[config.mk]
export PLATFORM = sky130hd
export DESIGN_NAME = multicycle_ctrl_flat
export DESIGN_NICKNAME = d
export VERILOG_FILES = /design/src/rtl/ctrl_defs.sv /design/src/rtl/multicycle_ctrl_if.sv /design/src/rtl/multicycle_ctrl_cond_check.sv /design/src/rtl/multicycle_ctrl.sv /design/src/flat_wrapper.sv
export SDC_FILE = /design/constraint.sdc
export NUM_CORES = 1
export LEC_CHECK = 0
export ABC_AREA = 1
export CELL_PAD_IN_SITES_DETAIL_PLACEMENT = 2
export CELL_PAD_IN_SITES_GLOBAL_PLACEMENT = 2
export CORE_MARGIN = 10
export CORE_UTILIZATION = 18
export CTS_BUF_LIST = sky130_fd_sc_hd__clkbuf_2
export DETAILED_ROUTE_END_ITERATION = 8
export GPL_TIMING_DRIVEN = 1
export HOLD_SLACK_MARGIN = 0.1
export MAX_ROUTING_LAYER = met4
export PLACE_DENSITY = 0.93
export SYNTH_ARGS = -nofsm -noshare
export SYNTH_HDL_FRONTEND = slang
export SYNTH_SLANG_ARGS = --single-unit
[constraint.sdc]
create_clock -name clk -period 1.8 [get_ports clk]
set_clock_uncertainty 0.1 [all_clocks]
set_input_delay 0.45 -clock clk [delete_from_list [all_inputs] [get_ports clk]]
set_output_delay 0.45 -clock clk [all_outputs]
set_load 0.01 [all_outputs]
[src/rtl/ctrl_defs.sv]
// ctrl_defs: shared definitions for the multicycle ARM control unit.
//   - state_t     : 4-bit FSM state encoding
//   - ALU_*       : ALUControl codes
//   - IMM_*       : ImmSrc codes
//   - RES_*       : ResultSrc codes
//   - SRCB_*      : ALUSrcB codes
//   - COND_*      : condition field codes (EQ..AL)
//   - CMD_*       : data-processing cmd field codes
package ctrl_defs;

    typedef enum logic [3:0] {
        FETCH  = 4'd0,
        DECODE = 4'd1,
        MEMADR = 4'd2,
        MEMRD  = 4'd3,
        MEMWB  = 4'd4,
        MEMWR  = 4'd5,
        EXECR  = 4'd6,
        EXECI  = 4'd7,
        ALUWB  = 4'd8,
        BRANCH = 4'd9
    } state_t;

    localparam logic [1:0] ALU_ADD = 2'b00;
    localparam logic [1:0] ALU_SUB = 2'b01;
    localparam logic [1:0] ALU_AND = 2'b10;
    localparam logic [1:0] ALU_ORR = 2'b11;

    localparam logic [1:0] IMM_8  = 2'b00;
    localparam logic [1:0] IMM_12 = 2'b01;
    localparam logic [1:0] IMM_24 = 2'b10;

    localparam logic [1:0] RES_ALUOUT    = 2'b00;
    localparam logic [1:0] RES_DATA      = 2'b01;
    localparam logic [1:0] RES_ALURESULT = 2'b10;

    localparam logic [1:0] SRCB_REG  = 2'b00;
    localparam logic [1:0] SRCB_EXT  = 2'b01;
    localparam logic [1:0] SRCB_FOUR = 2'b10;

    localparam logic [3:0] COND_EQ = 4'h0;
    localparam logic [3:0] COND_NE = 4'h1;
    localparam logic [3:0] COND_CS = 4'h2;
    localparam logic [3:0] COND_CC = 4'h3;
    localparam logic [3:0] COND_MI = 4'h4;
    localparam logic [3:0] COND_PL = 4'h5;
    localparam logic [3:0] COND_VS = 4'h6;
    localparam logic [3:0] COND_VC = 4'h7;
    localparam logic [3:0] COND_HI = 4'h8;
    localparam logic [3:0] COND_LS = 4'h9;
    localparam logic [3:0] COND_GE = 4'hA;
    localparam logic [3:0] COND_LT = 4'hB;
    localparam logic [3:0] COND_GT = 4'hC;
    localparam logic [3:0] COND_LE = 4'hD;
    localparam logic [3:0] COND_AL = 4'hE;

    localparam logic [3:0] CMD_AND = 4'b0000;
    localparam logic [3:0] CMD_SUB = 4'b0010;
    localparam logic [3:0] CMD_ADD = 4'b0100;
    localparam logic [3:0] CMD_CMP = 4'b1010;
    localparam logic [3:0] CMD_ORR = 4'b1100;
    localparam logic [3:0] CMD_MOV = 4'b1101;

endpackage

[src/rtl/multicycle_ctrl_if.sv]
// multicycle_ctrl_if: control unit <-> datapath/memory signal bundle.
//   master : the control unit (consumes Instr/ALUFlags, drives selects/enables)
//   slave  : the datapath side (drives Instr/ALUFlags, consumes selects/enables)
interface multicycle_ctrl_if;
    logic [31:0] Instr;
    logic [3:0]  ALUFlags;
    logic        PCWrite, RegWrite, IRWrite, MemWrite;
    logic        AdrSrc, ALUSrcA;
    logic [1:0]  RegSrc, ALUSrcB, ResultSrc, ImmSrc, ALUControl;
    logic [3:0]  rot;
    logic        DivMulSrc, shift_op, div_op, mla_op, div_sel;

    modport master (
        input  Instr, ALUFlags,
        output PCWrite, RegWrite, IRWrite, MemWrite, AdrSrc, ALUSrcA,
               RegSrc, ALUSrcB, ResultSrc, ImmSrc, ALUControl, rot,
               DivMulSrc, shift_op, div_op, mla_op, div_sel
    );

    modport slave (
        output Instr, ALUFlags,
        input  PCWrite, RegWrite, IRWrite, MemWrite, AdrSrc, ALUSrcA,
               RegSrc, ALUSrcB, ResultSrc, ImmSrc, ALUControl, rot,
               DivMulSrc, shift_op, div_op, mla_op, div_sel
    );
endinterface

[src/rtl/multicycle_ctrl_cond_check.sv]
// cond_check: combinational ARM condition evaluation.
//   cond_i  : Instr[31:28]
//   flags_i : {N,Z,C,V}
//   pass_o  : 1 when the condition holds (1111 is treated as never)
module cond_check
    import ctrl_defs::*;
(
    input  logic [3:0] cond_i,
    input  logic [3:0] flags_i,
    output logic       pass_o
);
    logic n, z, c, v;
    assign {n, z, c, v} = flags_i;

    always_comb begin
        pass_o = 1'b0;
        case (cond_i)
            COND_EQ: pass_o = z;
            COND_NE: pass_o = ~z;
            COND_CS: pass_o = c;
            COND_CC: pass_o = ~c;
            COND_MI: pass_o = n;
            COND_PL: pass_o = ~n;
            COND_VS: pass_o = v;
            COND_VC: pass_o = ~v;
            COND_HI: pass_o = c & ~z;
            COND_LS: pass_o = ~c | z;
            COND_GE: pass_o = (n == v);
            COND_LT: pass_o = (n != v);
            COND_GT: pass_o = ~z & (n == v);
            COND_LE: pass_o = z | (n != v);
            COND_AL: pass_o = 1'b1;
            default: pass_o = 1'b0;
        endcase
    end
endmodule

[src/rtl/multicycle_ctrl.sv]
// multicycle_ctrl: Moore control FSM for the multicycle ARM core.
//   clk, reset : core clock, synchronous active-high reset
//   bus        : master side of multicycle_ctrl_if (Instr/ALUFlags in,
//                all datapath selects, write enables and extension selects out)
// Holds the FSM, instruction decoder, NZCV flag register and cond_ex register.
module multicycle_ctrl
    import ctrl_defs::*;
(
    input  logic              clk,
    input  logic              reset,
    multicycle_ctrl_if.master bus
);
    state_t      state_q, state_d, out_st;
    logic [3:0]  flags_q, flags_d;
    logic        cond_ex_q, cond_ex_d;
    logic        cond_pass;

    logic [1:0]  op;
    logic [3:0]  cmd, rd;
    logic        imm_bit, s_bit, l_bit;
    logic        is_mul, is_div, is_dp, is_cmp, is_mov, cmd_ok, arith;
    logic [1:0]  alu_ctl;
    logic        unused_instr;

    assign op      = bus.Instr[27:26];
    assign imm_bit = bus.Instr[25];
    assign cmd     = bus.Instr[24:21];
    assign s_bit   = bus.Instr[20];
    assign l_bit   = bus.Instr[20];
    assign unused_instr = ^bus.Instr[3:0];

    // Divide lives in the Op=01 space, so it must win over the memory decode.
    assign is_div = (bus.Instr[27:23] == 5'b01110) && !bus.Instr[22] &&
                    bus.Instr[20] && (bus.Instr[7:4] == 4'b0001);
    assign is_mul = (op == 2'b00) && !imm_bit && (bus.Instr[7:4] == 4'b1001);
    assign is_dp  = (op == 2'b00) && !is_mul && cmd_ok;
    assign is_cmp = is_dp && (cmd == CMD_CMP);
    assign is_mov = is_dp && (cmd == CMD_MOV);

    // MUL/MLA/SDIV/UDIV encode the destination in [19:16]; [15:12] is Ra there.
    assign rd = (is_mul || is_div) ? bus.Instr[19:16] : bus.Instr[15:12];

    always_comb begin
        cmd_ok  = 1'b1;
        arith   = 1'b0;
        alu_ctl = ALU_ADD;
        case (cmd)
            CMD_ADD: begin alu_ctl = ALU_ADD; arith = 1'b1; end
            CMD_SUB: begin alu_ctl = ALU_SUB; arith = 1'b1; end
            CMD_CMP: begin alu_ctl = ALU_SUB; arith = 1'b1; end
            CMD_AND: alu_ctl = ALU_AND;
            CMD_ORR: alu_ctl = ALU_ORR;
            CMD_MOV: alu_ctl = ALU_ADD;
            default: cmd_ok  = 1'b0;
        endcase
        if (is_mul || is_div) alu_ctl = ALU_ADD;
    end

    cond_check u_cond_check (
        .cond_i  (bus.Instr[31:28]),
        .flags_i (flags_q),
        .pass_o  (cond_pass)
    );

    always_ff @(posedge clk) begin
        if (reset) begin
            state_q   <= FETCH;
            flags_q   <= '0;
            cond_ex_q <= 1'b0;
        end else begin
            state_q   <= state_d;
            flags_q   <= flags_d;
            cond_ex_q <= cond_ex_d;
        end
    end

    // While reset is high the outputs present FETCH with write enables masked.
    assign out_st = reset ? FETCH : state_q;

    always_comb begin
        state_d   = state_q;
        flags_d   = flags_q;
        cond_ex_d = cond_ex_q;

        bus.PCWrite    = 1'b0;
        bus.RegWrite   = 1'b0;
        bus.IRWrite    = 1'b0;
        bus.MemWrite   = 1'b0;
        bus.AdrSrc     = 1'b0;
        bus.ALUSrcA    = 1'b0;
        bus.RegSrc     = '0;
        bus.ALUSrcB    = SRCB_REG;
        bus.ResultSrc  = RES_ALUOUT;
        bus.ImmSrc     = IMM_8;
        bus.ALUControl = ALU_ADD;
        bus.rot        = bus.Instr[11:8];
        bus.DivMulSrc  = 1'b0;
        bus.shift_op   = 1'b0;
        bus.div_op     = 1'b0;
        bus.mla_op     = 1'b0;
        bus.div_sel    = 1'b0;

        case (state_q)
            FETCH:  state_d = DECODE;
            DECODE: begin
                cond_ex_d = cond_pass;
                if (!cond_pass)          state_d = FETCH;
                else if (is_div)         state_d = EXECR;
                else if (op == 2'b01)    state_d = MEMADR;
                else if (op == 2'b10)    state_d = BRANCH;
                else if (is_mul)         state_d = EXECR;
                else if (is_dp)          state_d = imm_bit ? EXECI : EXECR;
                else                     state_d = FETCH;
            end
            MEMADR: state_d = l_bit ? MEMRD : MEMWR;
            MEMRD:  state_d = MEMWB;
            EXECR, EXECI: begin
                state_d = ALUWB;
                if (s_bit && cond_ex_q && is_dp) begin
                    flags_d[3:2] = bus.ALUFlags[3:2];
                    if (arith) flags_d[1:0] = bus.ALUFlags[1:0];
                end
            end
            default: state_d = FETCH;
        endcase

        case (out_st)
            FETCH: begin
                bus.IRWrite   = 1'b1;
                bus.PCWrite   = 1'b1;
                bus.ALUSrcA   = 1'b1;
                bus.ALUSrcB   = SRCB_FOUR;
                bus.ResultSrc = RES_ALURESULT;
            end
            DECODE: begin
                bus.ALUSrcA   = 1'b1;
                bus.ALUSrcB   = SRCB_FOUR;
                bus.ResultSrc = RES_ALURESULT;
            end
            MEMADR: begin
                bus.ALUSrcB = SRCB_EXT;
                bus.ImmSrc  = IMM_12;
            end
            MEMRD:  bus.AdrSrc = 1'b1;
            MEMWB: begin
                bus.ResultSrc = RES_DATA;
                if (rd == 4'hF) bus.PCWrite = 1'b1;
                else            bus.RegWrite = 1'b1;
            end
            MEMWR: begin
                bus.AdrSrc   = 1'b1;
                bus.MemWrite = 1'b1;
                bus.RegSrc   = 2'b10;
            end
            EXECR: bus.ALUControl = alu_ctl;
            EXECI: begin
                bus.ALUSrcB    = SRCB_EXT;
                bus.ALUControl = alu_ctl;
            end
            ALUWB: begin
                if (!is_cmp) begin
                    if (rd == 4'hF) bus.PCWrite = 1'b1;
                    else            bus.RegWrite = 1'b1;
                end
            end
            BRANCH: begin
                bus.RegSrc    = 2'b01;
                bus.ALUSrcB   = SRCB_EXT;
                bus.ImmSrc    = IMM_24;
                bus.ResultSrc = RES_ALURESULT;
                bus.PCWrite   = 1'b1;
            end
            default: ;
        endcase

        if (out_st == EXECR || out_st == EXECI || out_st == ALUWB) begin
            bus.DivMulSrc = is_mul | is_div;
            bus.shift_op  = is_mov;
            bus.div_op    = is_div;
            bus.mla_op    = is_mul & bus.Instr[21];
            bus.div_sel   = is_div & ~bus.Instr[21];
        end

        if (reset) begin
            bus.PCWrite  = 1'b0;
            bus.RegWrite = 1'b0;
            bus.IRWrite  = 1'b0;
            bus.MemWrite = 1'b0;
        end
    end
endmodule

[src/flat_wrapper.sv]
// flat-port wrapper written by rule: the top's interface ports become plain ports
module multicycle_ctrl_flat import ctrl_defs::*;
  (clk, reset, bus_Instr, bus_ALUFlags, bus_PCWrite, bus_RegWrite, bus_IRWrite, bus_MemWrite, bus_AdrSrc, bus_ALUSrcA, bus_RegSrc, bus_ALUSrcB, bus_ResultSrc, bus_ImmSrc, bus_ALUControl, bus_rot, bus_DivMulSrc, bus_shift_op, bus_div_op, bus_mla_op, bus_div_sel);
  multicycle_ctrl_if bus_i ();
  input  logic clk;
  input  logic reset;
  input wire logic [$bits(bus_i.Instr)-1:0] bus_Instr;
  input wire logic [$bits(bus_i.ALUFlags)-1:0] bus_ALUFlags;
  output wire logic [$bits(bus_i.PCWrite)-1:0] bus_PCWrite;
  output wire logic [$bits(bus_i.RegWrite)-1:0] bus_RegWrite;
  output wire logic [$bits(bus_i.IRWrite)-1:0] bus_IRWrite;
  output wire logic [$bits(bus_i.MemWrite)-1:0] bus_MemWrite;
  output wire logic [$bits(bus_i.AdrSrc)-1:0] bus_AdrSrc;
  output wire logic [$bits(bus_i.ALUSrcA)-1:0] bus_ALUSrcA;
  output wire logic [$bits(bus_i.RegSrc)-1:0] bus_RegSrc;
  output wire logic [$bits(bus_i.ALUSrcB)-1:0] bus_ALUSrcB;
  output wire logic [$bits(bus_i.ResultSrc)-1:0] bus_ResultSrc;
  output wire logic [$bits(bus_i.ImmSrc)-1:0] bus_ImmSrc;
  output wire logic [$bits(bus_i.ALUControl)-1:0] bus_ALUControl;
  output wire logic [$bits(bus_i.rot)-1:0] bus_rot;
  output wire logic [$bits(bus_i.DivMulSrc)-1:0] bus_DivMulSrc;
  output wire logic [$bits(bus_i.shift_op)-1:0] bus_shift_op;
  output wire logic [$bits(bus_i.div_op)-1:0] bus_div_op;
  output wire logic [$bits(bus_i.mla_op)-1:0] bus_mla_op;
  output wire logic [$bits(bus_i.div_sel)-1:0] bus_div_sel;
  assign bus_i.Instr = bus_Instr;
  assign bus_i.ALUFlags = bus_ALUFlags;
  assign bus_PCWrite = bus_i.PCWrite;
  assign bus_RegWrite = bus_i.RegWrite;
  assign bus_IRWrite = bus_i.IRWrite;
  assign bus_MemWrite = bus_i.MemWrite;
  assign bus_AdrSrc = bus_i.AdrSrc;
  assign bus_ALUSrcA = bus_i.ALUSrcA;
  assign bus_RegSrc = bus_i.RegSrc;
  assign bus_ALUSrcB = bus_i.ALUSrcB;
  assign bus_ResultSrc = bus_i.ResultSrc;
  assign bus_ImmSrc = bus_i.ImmSrc;
  assign bus_ALUControl = bus_i.ALUControl;
  assign bus_rot = bus_i.rot;
  assign bus_DivMulSrc = bus_i.DivMulSrc;
  assign bus_shift_op = bus_i.shift_op;
  assign bus_div_op = bus_i.div_op;
  assign bus_mla_op = bus_i.mla_op;
  assign bus_div_sel = bus_i.div_sel;
  multicycle_ctrl u_core (.clk(clk), .reset(reset), .bus(bus_i));
endmodule
# Word level (Yosys, flattened, before mapping)
# Cells that the tools add are included.
op_classes:
  add_sub_neg: 0
  mul: 0
  div_mod_pow: 0
  n_lt_le_gt_ge: 0
  eq_ne: 41
  shifts: 0
  muxes: 40
  bitwise_logic: 12
  n_reduce_logical: 34
op_table:
  columns: ["operator", "n"]
  rows:
  - ["equality test 4 bit, second input constant", 14]
  - ["equality test 4 x 3 -> 1 bit, second input constant", 11]
  - ["two-way mux 4 bit", 8]
  - ["equality test 4 x 2 -> 1 bit, second input constant", 7]
  - ["two-way mux 1 bit", 20]
  - ["case mux 4 bit (5 select lines)", 1]
  - ["equality test 4 x 1 -> 1 bit, second input constant", 4]
  - ["zero test 4 bit", 4]
  - ["case mux 2 bit (2 select lines)", 4]
  - ["case mux 1 bit (15 select lines)", 1]
  - ["OR reduction 2 bit", 6]
  - ["logical AND 1 bit", 11]
  - ["OR reduction 3 bit", 3]
  - ["case mux 2 bit (3 select lines)", 1]
  - ["OR reduction 6 bit", 1]
  - ["equality test 5 x 4 -> 1 bit, second input constant", 1]
  - ["inverter 1 bit", 5]
  - ["bitwise AND 1 bit", 4]
  - ["two-way mux 2 bit", 2]
  - ["zero test 1 bit", 3]
  - ["logical OR 1 bit", 3]
  - ["two-way mux 3 bit", 1]
  - ["bitwise OR 1 bit", 3]
  - ["case mux 1 bit (3 select lines)", 1]
  - ["8 further kinds", 8]
totals:
  reg_bits: 9
  latch_bits: 0
  ramBits: 0
  romBits: 0
  inputBits: 38
  out_inout_bits: 25
  wordCells: 131
  n_memories: 0

# Longest topological paths before layout
# Gate-level depths: netlist (run 1).
depth:
  ltp_word: 13
  ltp_mapped: 11
  ltp_nobuf: 11

# Hierarchy
# From an unflattened synthesis (run 1), not the netlist that was laid out.
unflattened:
  cells_unflattened: 210
  area_unflattened_um2: 1136.1
by_module_without_submodules:
  columns: ["mod", "n_inst", "cells_per_inst", "area_each_um2", "seq_area_each_um2"]
  rows:
  - ["multicycle_ctrl", 1, 155, 907.1, 180.2]
  - ["cond_check", 1, 55, 229.0, 0.0]

# Least setup slack after synthesis (run 1)
# OpenSTA, ideal clock, no wires.
synth_timing:
  kind: "input-to-output"
  from: "input port reset"
  to: "output port bus_PCWrite"
  t_arrival_ns: 1.437
  required_time_ns: 1.250
  path_slack_ns: -0.187
  stages: 8
  path_buffers: 1
  path_cell_list: "buf_6 -> inv_6 -> nand2_4 -> nor2_1 -> inv_1 -> nor3_2 -> nor2_1 -> a21oi_1"
synth_between:
  elab_chain_len: 5
  elab_cells_between_ends: 8
  cone_classes: "3 x eq/ne; 3 x mux; 2 x reduce/logical"
synth_rtl:
  columns: ["item", "line", "text"]
  rows:
  - ["from (decl)", "flat_wrapper.sv:6", "input logic reset;"]
  - ["two-way mux 4 bit", "multicycle_ctrl.sv:78", "assign out_st = reset ? FETCH : state_q;"]
  - ["equality test 4 bit / zero test 4 bit (equally long branches)", "multicycle_ctrl.sv:127", "case (out_st)"]
  - ["OR reduction 2 bit (no line)", null, null]
  - ["case mux 1 bit (3 select lines)", "multicycle_ctrl.sv:127", null]
  - ["two-way mux 1 bit (*)", "multicycle_ctrl.sv:184", "if (reset) begin"]
  - ["to (decl)", "flat_wrapper.sv:9", "output wire logic [$bits(bus_i.PCWrite)-1:0] bus_PCWrite;"]
# Every way passes the cells marked *; elsewhere a longest branch is shown, timed or not.

# Final worst setup path (run 1)
layout_timing:
  from: "register u_core.state_q[3]"
  to: "output port bus_PCWrite"
layout_between:
  elab_chain_len: 5
  elab_cells_between_ends: 8
  cone_classes: "3 x eq/ne; 3 x mux; 2 x reduce/logical"
layout_rtl:
  columns: ["item", "line", "text"]
  rows:
  - ["from (decl)", "multicycle_ctrl.sv:13", "state_t state_q, state_d, out_st;"]
  - ["from (signal assigned)", "multicycle_ctrl.sv:71", "state_q <= state_d;"]
  - ["two-way mux 4 bit (*)", "multicycle_ctrl.sv:78", null]
  - ["equality test 4 bit / zero test 4 bit (equally long branches)", "multicycle_ctrl.sv:127", null]
  - ["OR reduction 2 bit (no line)", null, null]
  - ["case mux 1 bit (3 select lines) (*)", "multicycle_ctrl.sv:127", null]
  - ["two-way mux 1 bit (*)", "multicycle_ctrl.sv:184", null]
# Marks and branches as above.

==> results.md, run 1 <==
- The flow ran to the end, but the final reports show violations.
- The checks that failed: negative setup slack.
- Sorting the synthesized cells by area gives the leading types as nand2_1 17%, dfxtp_1 16%, inv_1 12%.
- The count of buffers inserted at the top-level ports is 50.
- The number of antenna violations at the first check in global routing is 0.
- The final worst-path cycle share is 1.25.
- The top flip-flop cell by instance count after synthesis is dfxtp_1.
- The final critical-path required period is 2250 ps.
- The most common cell in the synthesized netlist is nand2_1.
- The number of cells on the worst reg-to-reg path is 10.
- The cell with the biggest individual delay on the critical path is dfxtp_4.
- Total power for the finished layout comes to 746 uW.
- The core region is 6280 sq um.
- The number of nets in the final layout is 369.
- The element type at the critical path start is a register.
- Counting every instance in the synthesized netlist gives 211.
- In the routed layout, each cell is associated on average with a via count of 4.75.
- STA puts the critical path data required time at 1250 ps.
- The tightest slew margin relative to the limit is 0.798.
- The sequential area share after synthesis is 0.157.
- The number of flops mapped to enable cells by yosys is 0.
- The highest attainable clock frequency is 444 MHz.
- The first detailed-routing pass ran for 4 iterations.
- The H-tree depth is 1.
- The count of yosys warnings during synthesis is 0.
- Clock-pin slew was measured on the worst setup and hold paths at 120 ps.
- Buffers inserted during clock tree synthesis total 3.
- Ranked by instance count, the synthesized netlist is headed by 53 x nand2_1, 36 x inv_1, 35 x nor2_1.
- Power spread over the standard cell area amounts to 296 nW/um^2.
- The worst hold path passes through 2 cells.
- Summed over all instances, the cell type with the most area after synthesis is nand2_1.
- The basic-gate share of the synthesized area counting and, or, nand and nor cells is 0.578.
- The top cell type's share of synthesized area is 0.173.
- In this run the remaining antenna-violating nets after routing total 0.
- The peak fanout along the critical path is 3.
- The endpoint type of the worst setup path is a primary output.
- The register bit total from synthesis is 9.
- At the end of routability-driven placement, the weighted congestion stood at between 0.8 and 0.9.
- The DRC marker count from the first detailed-route iteration is 87.
- The maximum number of pins on one net before global-route repair is 10.
- Counting every net in the synthesized netlist gives roughly 250.
- In this run the clock root is driven by a clkbuf_2.
- After detailed routing, the average wire length per cell comes to 22.1 microns.
- The die is 99.8 microns wide.
- The number of placed cells counting well taps is 376.
- The netlist area before placement is 1150 sq um.
- VDD sags by at most between 0.0001 and 0.00015 V.
- The routed via count is roughly 1900.
- The number of hold violations in the final report is 0.
- The number of antenna diodes in the final layout is 0.
- The via count of the first global-routing pass is approximately 2300.
- The wire length reported by the detailed router is 8990 microns.
- Traced cell by cell, the critical path runs through inv_4, buf_6, nor3_4, buf_4, buf_4, nor2_2, a21oi_2, buf_2.
- The number of distinct library cells after synthesis is 26.
- The cell that appears most often on the critical path is buf_4.
- The finished layout holds 407 standard cells, fillers aside.
- The average instance in the mapped netlist occupies approximately 5.4 sq um.
- The maximum buffer depth of the clock tree is 2.
- The XOR/XNOR share of the synthesized area is 0.
- At the pin with the least slew margin, the transition time is 301 ps.
- The final hold slack is 442 ps.
- After detailed routing, the number of remaining DRC violations is 0.
- The tool flagged a number of max-cap violations equal to 0.
- The mux cell area share after synthesis is 0.
- The count of pins on the block boundary is 63.
- The number of pins exceeding their max-slew limit in the final report is 0.
- The worst setup path is of the register to primary output kind.
- After synthesis, the largest family of logic cells by area is simple AND/OR/NAND/NOR gates.
- The number of rows in the core area is 29.
- Setup violations remaining at the end of the flow were counted as 23.
- The post-synthesis compound-gate area fraction is 0.0840.
- The post-synthesis adder-cell area fraction is 0.
- The final worst-path setup slack is -451 ps.
- The share of synthesized registers carrying an async set or reset is 0.
- Setup repair after global routing could not meet its margin everywhere.
- For this design the static power due to leakage is roughly 0.0013 uW.
- The worst stage delay on the critical path is 410 ps.
- The area growth from synthesis to layout is 120%.
- The first global-routing pass estimated 12600 microns of wire.
- Summed over all layers, the global routing overflow is 0.
- The area of the die is 9970 sq um.
- TritonCTS built the clock tree.
- The share of cells above drive strength 1 is 0.597.
- From bottom edge to top edge, the die measures 99.8 microns.
- The aggregate global-route resource usage is 0.165.
- In this run the worst hold path is classified as register to register.
- For this configuration, the core starts out at a cell density of 0.183.
- Data arrives at the worst endpoint at 1700 ps.
- The number of clock sinks is 9.
- The end-of-flow core utilization is 0.402.
- The clock latency on the worst-skew pair is 270 ps.
- The placed wire-length estimate is 5280 microns.
path summary, 6_finish.rpt:
check	startpoint	slack [ps]	to
min	u_core.cond_ex_q$_SDFFE_PP0P_	440	u_core.cond_ex_q$_SDFFE_PP0P_
max	u_core.state_q[3]$_SDFF_PP0_	-450	bus_PCWrite
min reg2reg	u_core.cond_ex_q$_SDFFE_PP0P_	440	u_core.cond_ex_q$_SDFFE_PP0P_
max reg2reg	u_core.state_q[3]$_SDFF_PP0_	-20	u_core.flags_q[2]$_SDFFE_PP0P_
sequential cells by signal (all words and copies together) (netlist names):
| register | cells |
|---|---|
| u_core.flags_q | 4 |
| u_core.state_q | 4 |
| u_core.cond_ex_q | 1 |
layout by cell type (no fill, tap or decap), drive strengths merged:
cell / netlist / final
a21oi: 12 / 12
buf: 6 / 104
clkbuf: 0 / 5
clkdlybuf4s50: 0 / 8
dfxtp: 9 / 9
dlygate4sd2: 0 / 7
dlymetal6s2s: 0 / 1
inv: 41 / 41
nand2: 59 / 59
nand3: 22 / 22
nand3b: 2 / 2
nand4: 7 / 7
nor2: 39 / 39
nor3: 6 / 6
nor4: 1 / 1
o211ai: 1 / 1
o21ai: 5 / 5
or2: 1 / 1
power by group:
part           switching, uW  internal, uW
sequential              9.37           201
combinational            213           176
clock                   87.0          58.9
total                    310           437
layer usage:
layer / GRT usage / wire (microns) / up-vias
li1: - / - / 898
met1: 0.163 / 3250 / 955
met2: 0.319 / 5240 / 60
met3: 0.0151 / 178 / 22
met4: 0.0684 / 319 / 0
met5: - / 0 / -
worst max-delay path, delay by kind of cell, from the launching register on:
kind / cells / cell delay, ps
and+or+nand+nor: 2 / 260
DFF: 1 / 410
AOI/OAI and AO/OA: 1 / 140
buffers and inverters: 5 / 610
through the flow:
step	setup WS [ps]	cell area (sq um)	TNS [ps]
floorplan	-78.7	1170	-230
global placement	-1080	2050	-22070
detailed placement	-1280	2050	-25270
CTS	-386	2300	-4460
global route	-498	2520	-7010
finish	-451	2520	-5310
repair_timing:
action                                  4_1_cts  5_1_grt
setup buffers                                23        9
gates resized for setup                     205       68
endpoints found under the setup margin       30       30
hold buffers                                  0        0
pin swaps                                    34       26
final cells by class:
type | count | area, sq um
repair buffers | 121 | 995
multi-input cells | 155 | 1040
flip-flops and latches | 9 | 195
inverters | 41 | 174
fillers | 750 | 3750
clock buffers | 4 | 20.0
well taps | 77 | 96.3
cell families after synthesis:
| logic type | count (synthesis) |
|---|---|
| AO/OA/AOI/OAI | 18 |
| buffers and inverters | 47 |
| flip-flops | 9 |
| AND/OR/NAND/NOR | 137 |
Power figures use the tool's default switching activity.
==> run 2, diff against run 1 <==
--- a/config.mk
+++ b/config.mk
@@ -9,9 +9,10 @@
 export CELL_PAD_IN_SITES_DETAIL_PLACEMENT = 2
 export CELL_PAD_IN_SITES_GLOBAL_PLACEMENT = 2
 export CORE_MARGIN = 10
-export CORE_UTILIZATION = 18
+export CORE_UTILIZATION = 30
 export CTS_BUF_LIST = sky130_fd_sc_hd__clkbuf_2
 export DETAILED_ROUTE_END_ITERATION = 8
+export DONT_BUFFER_PORTS = 1
 export GPL_TIMING_DRIVEN = 1
 export HOLD_SLACK_MARGIN = 0.1
 export MAX_ROUTING_LAYER = met4
==> results.md, run 2 (same netlist as run 1, synthesis figures left out) <==
- The flow ran to the end, but the final reports show violations.
- The checks that failed: negative setup slack.
- In this run the number of H-tree levels came out at 1.
- Across the VDD grid, the largest voltage drop is 0.000134 V.
- The maximum buffer depth of the clock tree is 2.
- The arrival time at the worst endpoint is about 1600 ps.
- The number of remaining DRC errors is 0.
- The average detailed-routed wire length per instance is 26.4 microns.
- The routed via count is 1691.
- After floorplanning, the core was divided into 22 placement rows.
- The area of the die is around 6700 sq um.
- Entering global routing, the biggest net connects 11 pins.
- The area growth from synthesis to layout is 57.1%.
- Setup repair after global routing could not meet its margin everywhere.
- The final setup violation count is 19.
- Clock tree synthesis selected as its root buffer the cell clkbuf_2.
- The first global-routing pass estimated 10600 microns of wire.
- The number of antenna violations at the first check in global routing was 0.
- The required time reported for the critical path endpoint is 1250 ps.
- Detailed placement ended at an HPWL of approximately 4500 microns.
- TritonCTS built the clock tree.
- The congestion estimate from routability-driven global placement came to 0.771.
- The aggregate negative setup slack is -4580 ps.
- The final layout contains routed wiring with a total length of 7970 microns.
- Using the TritonRoute via totals, the vias-per-cell ratio works out to approximately 5.6.
- For this design the static power due to leakage is 0.000897 uW.
- The count of pins on the block boundary is 63.
- Wire segments on met2 add up to 4160 microns in the final route.
- The number of pins exceeding their max-slew limit in the final report is 0.
- The count of buffers inserted at the top-level ports is 0.
- The end-of-flow core utilization is 0.489.
- The share of cells above drive strength 1 is 0.425.
- The via count of the first global-routing pass was between 1500 and 2000.
- Power spread over the standard cell area amounts to 340 nW/um^2.
- The number of nets in the final layout is 293.
- The element type at the critical path start is a register.
- By startpoint and endpoint, the worst setup path is classified as register to primary output.
- The count of filler cells inserted in the layout is 454.
- The number of hold violations in the final report is 0.
- The tree built by TritonCTS fans out to 9 sinks.
- The floorplan die height is 81.8 microns.
- The number of cells on the worst hold path is 1.
- Clock-pin slew was measured on the worst setup and hold paths at 140 ps.
- Wire segments on met3 add up to just under 400 microns in the final route.
- In the finished design, the share of the clock period the worst path needs comes to 1.19.
- The total iterations of the first detailed-routing run is 4.
- 0 antenna diodes ended up in the layout.
- The die is between 80 and 90 microns wide.
- In this run the remaining antenna-violating nets after routing total 0.
- The worst pin sits at a relative slew slack of 0.816.
- The core region is 3690 sq um.
- In this run, CTS created clock tree buffers numbering 3.
- In this run the worst path has a maximum fanout of 5.
- The final critical-path required period is 2140 ps.
- The class of the most critical hold timing path is input port to register.
- Timing would allow up to 468 MHz.
- The destination of the worst register-to-register timing path is u_core.state_q[0]$_SDFF_PP0_.
- The largest registers in the layout are u_core.flags_q: 4 flops, u_core.state_q: 4 flops, u_core.cond_ex_q: 1 flops.
- The most frequent standard cell in the layout excluding fill and tap cells is nand2_1.
- For this block, wires on met1 add up to around 3100 microns.
- The detailed router used layers up to and including met4.
- The worst register-to-register path begins at u_core.flags_q[3]$_SDFFE_PP0P_.
- The aggregate global-route resource usage is 0.211.
- The number of max-capacitance violations reported is 0.
- For the worst flop-to-flop path, the logic depth is 10.
- The source of the worst hold timing path is reset.
- The clock latency on the worst-skew pair is 290 ps.
- In the layout the commonest cells are 48 x nand2_1, 31 x inv_1, 29 x buf_4, 19 x nor2_1, 19 x nand3_1.
- After global routing the overflow that remains totals 0.
- STA classifies the critical path endpoint as a primary output.
- The worst hold path terminates at u_core.cond_ex_q$_SDFFE_PP0P_.
- At the pin with the least slew margin, the transition time is 275 ps.
- Tracing the worst setup path back leads to its startpoint at u_core.state_q[2]$_SDFF_PP0_.
- Across all setup checks in the final design, the least slack found is -337 ps.
- The slack of the worst reg-to-reg path is 20 ps.
- The effective utilization at floorplan is 0.311.
- The detailed router finished its first iteration with 93 violations.
==> run 2: cell types whose count changed in the layout (fill, tap and decap cells not counted), sizes merged <==
cell	before	now
clkbuf	5	4
buf	104	44
dlygate4sd3	0	1
clkdlybuf4s50	8	0
dlymetal6s2s	1	0
dlygate4sd2	7	0
==> run 2: stage by stage <==
step	total power, uW	hold slack [ps]	worst slack (ps)	area (sq um)	std cells
2_1_floorplan	335	345	-78.7	1170	211
3_3_place_gp	362	353	-101	1390	281
3_5_place_dp	376	374	-198	1390	281
4_1_cts	533	148	-247	1620	295
5_1_grt	641	104	-417	1800	302
6_report	613	121	-337	1800	302
==> run 2: what timing repair did <==
item / in CTS / in global routing
endpoints found under the setup margin: 21 / 21
hold buffers: 0 / 1
hold endpoints to repair: 0 / 3
pin swaps: 11 / 13
setup buffers: 10 / 6
gates resized for setup: 39 / 34
==> run 2: layer usage <==
metal,up-vias,GRT usage
met1,840,0.246
met5,-,-
li1,742,-
met2,77,0.368
met3,32,0.0240
met4,0,0.0629
==> run 2: critical path, stage by stage, from the launching register on <==
cell	delay, ps
dfxtp_4	400
buf_12	130
nor4_4	280
buf_4	170
nor2_4	50
buf_4	150
nor2_4	120
==> run 2: worst max path at each step <==
stage	end	cells after the start	slack, ps
2_1_floorplan	bus_PCWrite	8	-80
3_3_place_gp	bus_PCWrite	9	-100
3_5_place_dp	bus_PCWrite	10	-200
4_1_cts	bus_PCWrite	8	-250
5_1_grt	bus_div_op	6	-420
6_report	bus_div_op	6	-340
==> run 2: cell type report <==
cell class	count	area, sq um	area share
Clock buffer	4	20.0	0.0111
Inverter	41	161	0.0895
Multi-Input combinational cell	155	963	0.534
Sequential cell	9	193	0.107
Tap cell	48	60.1	0.0333
Timing Repair Buffer	45	405	0.225
==> run 2: report_power, final <==
group,leakage [uW],internal (uW),switching (uW)
logic,0.000804,85.7,148
registers,0.0000756,202,7.96
clock network,0.0000166,58.9,111
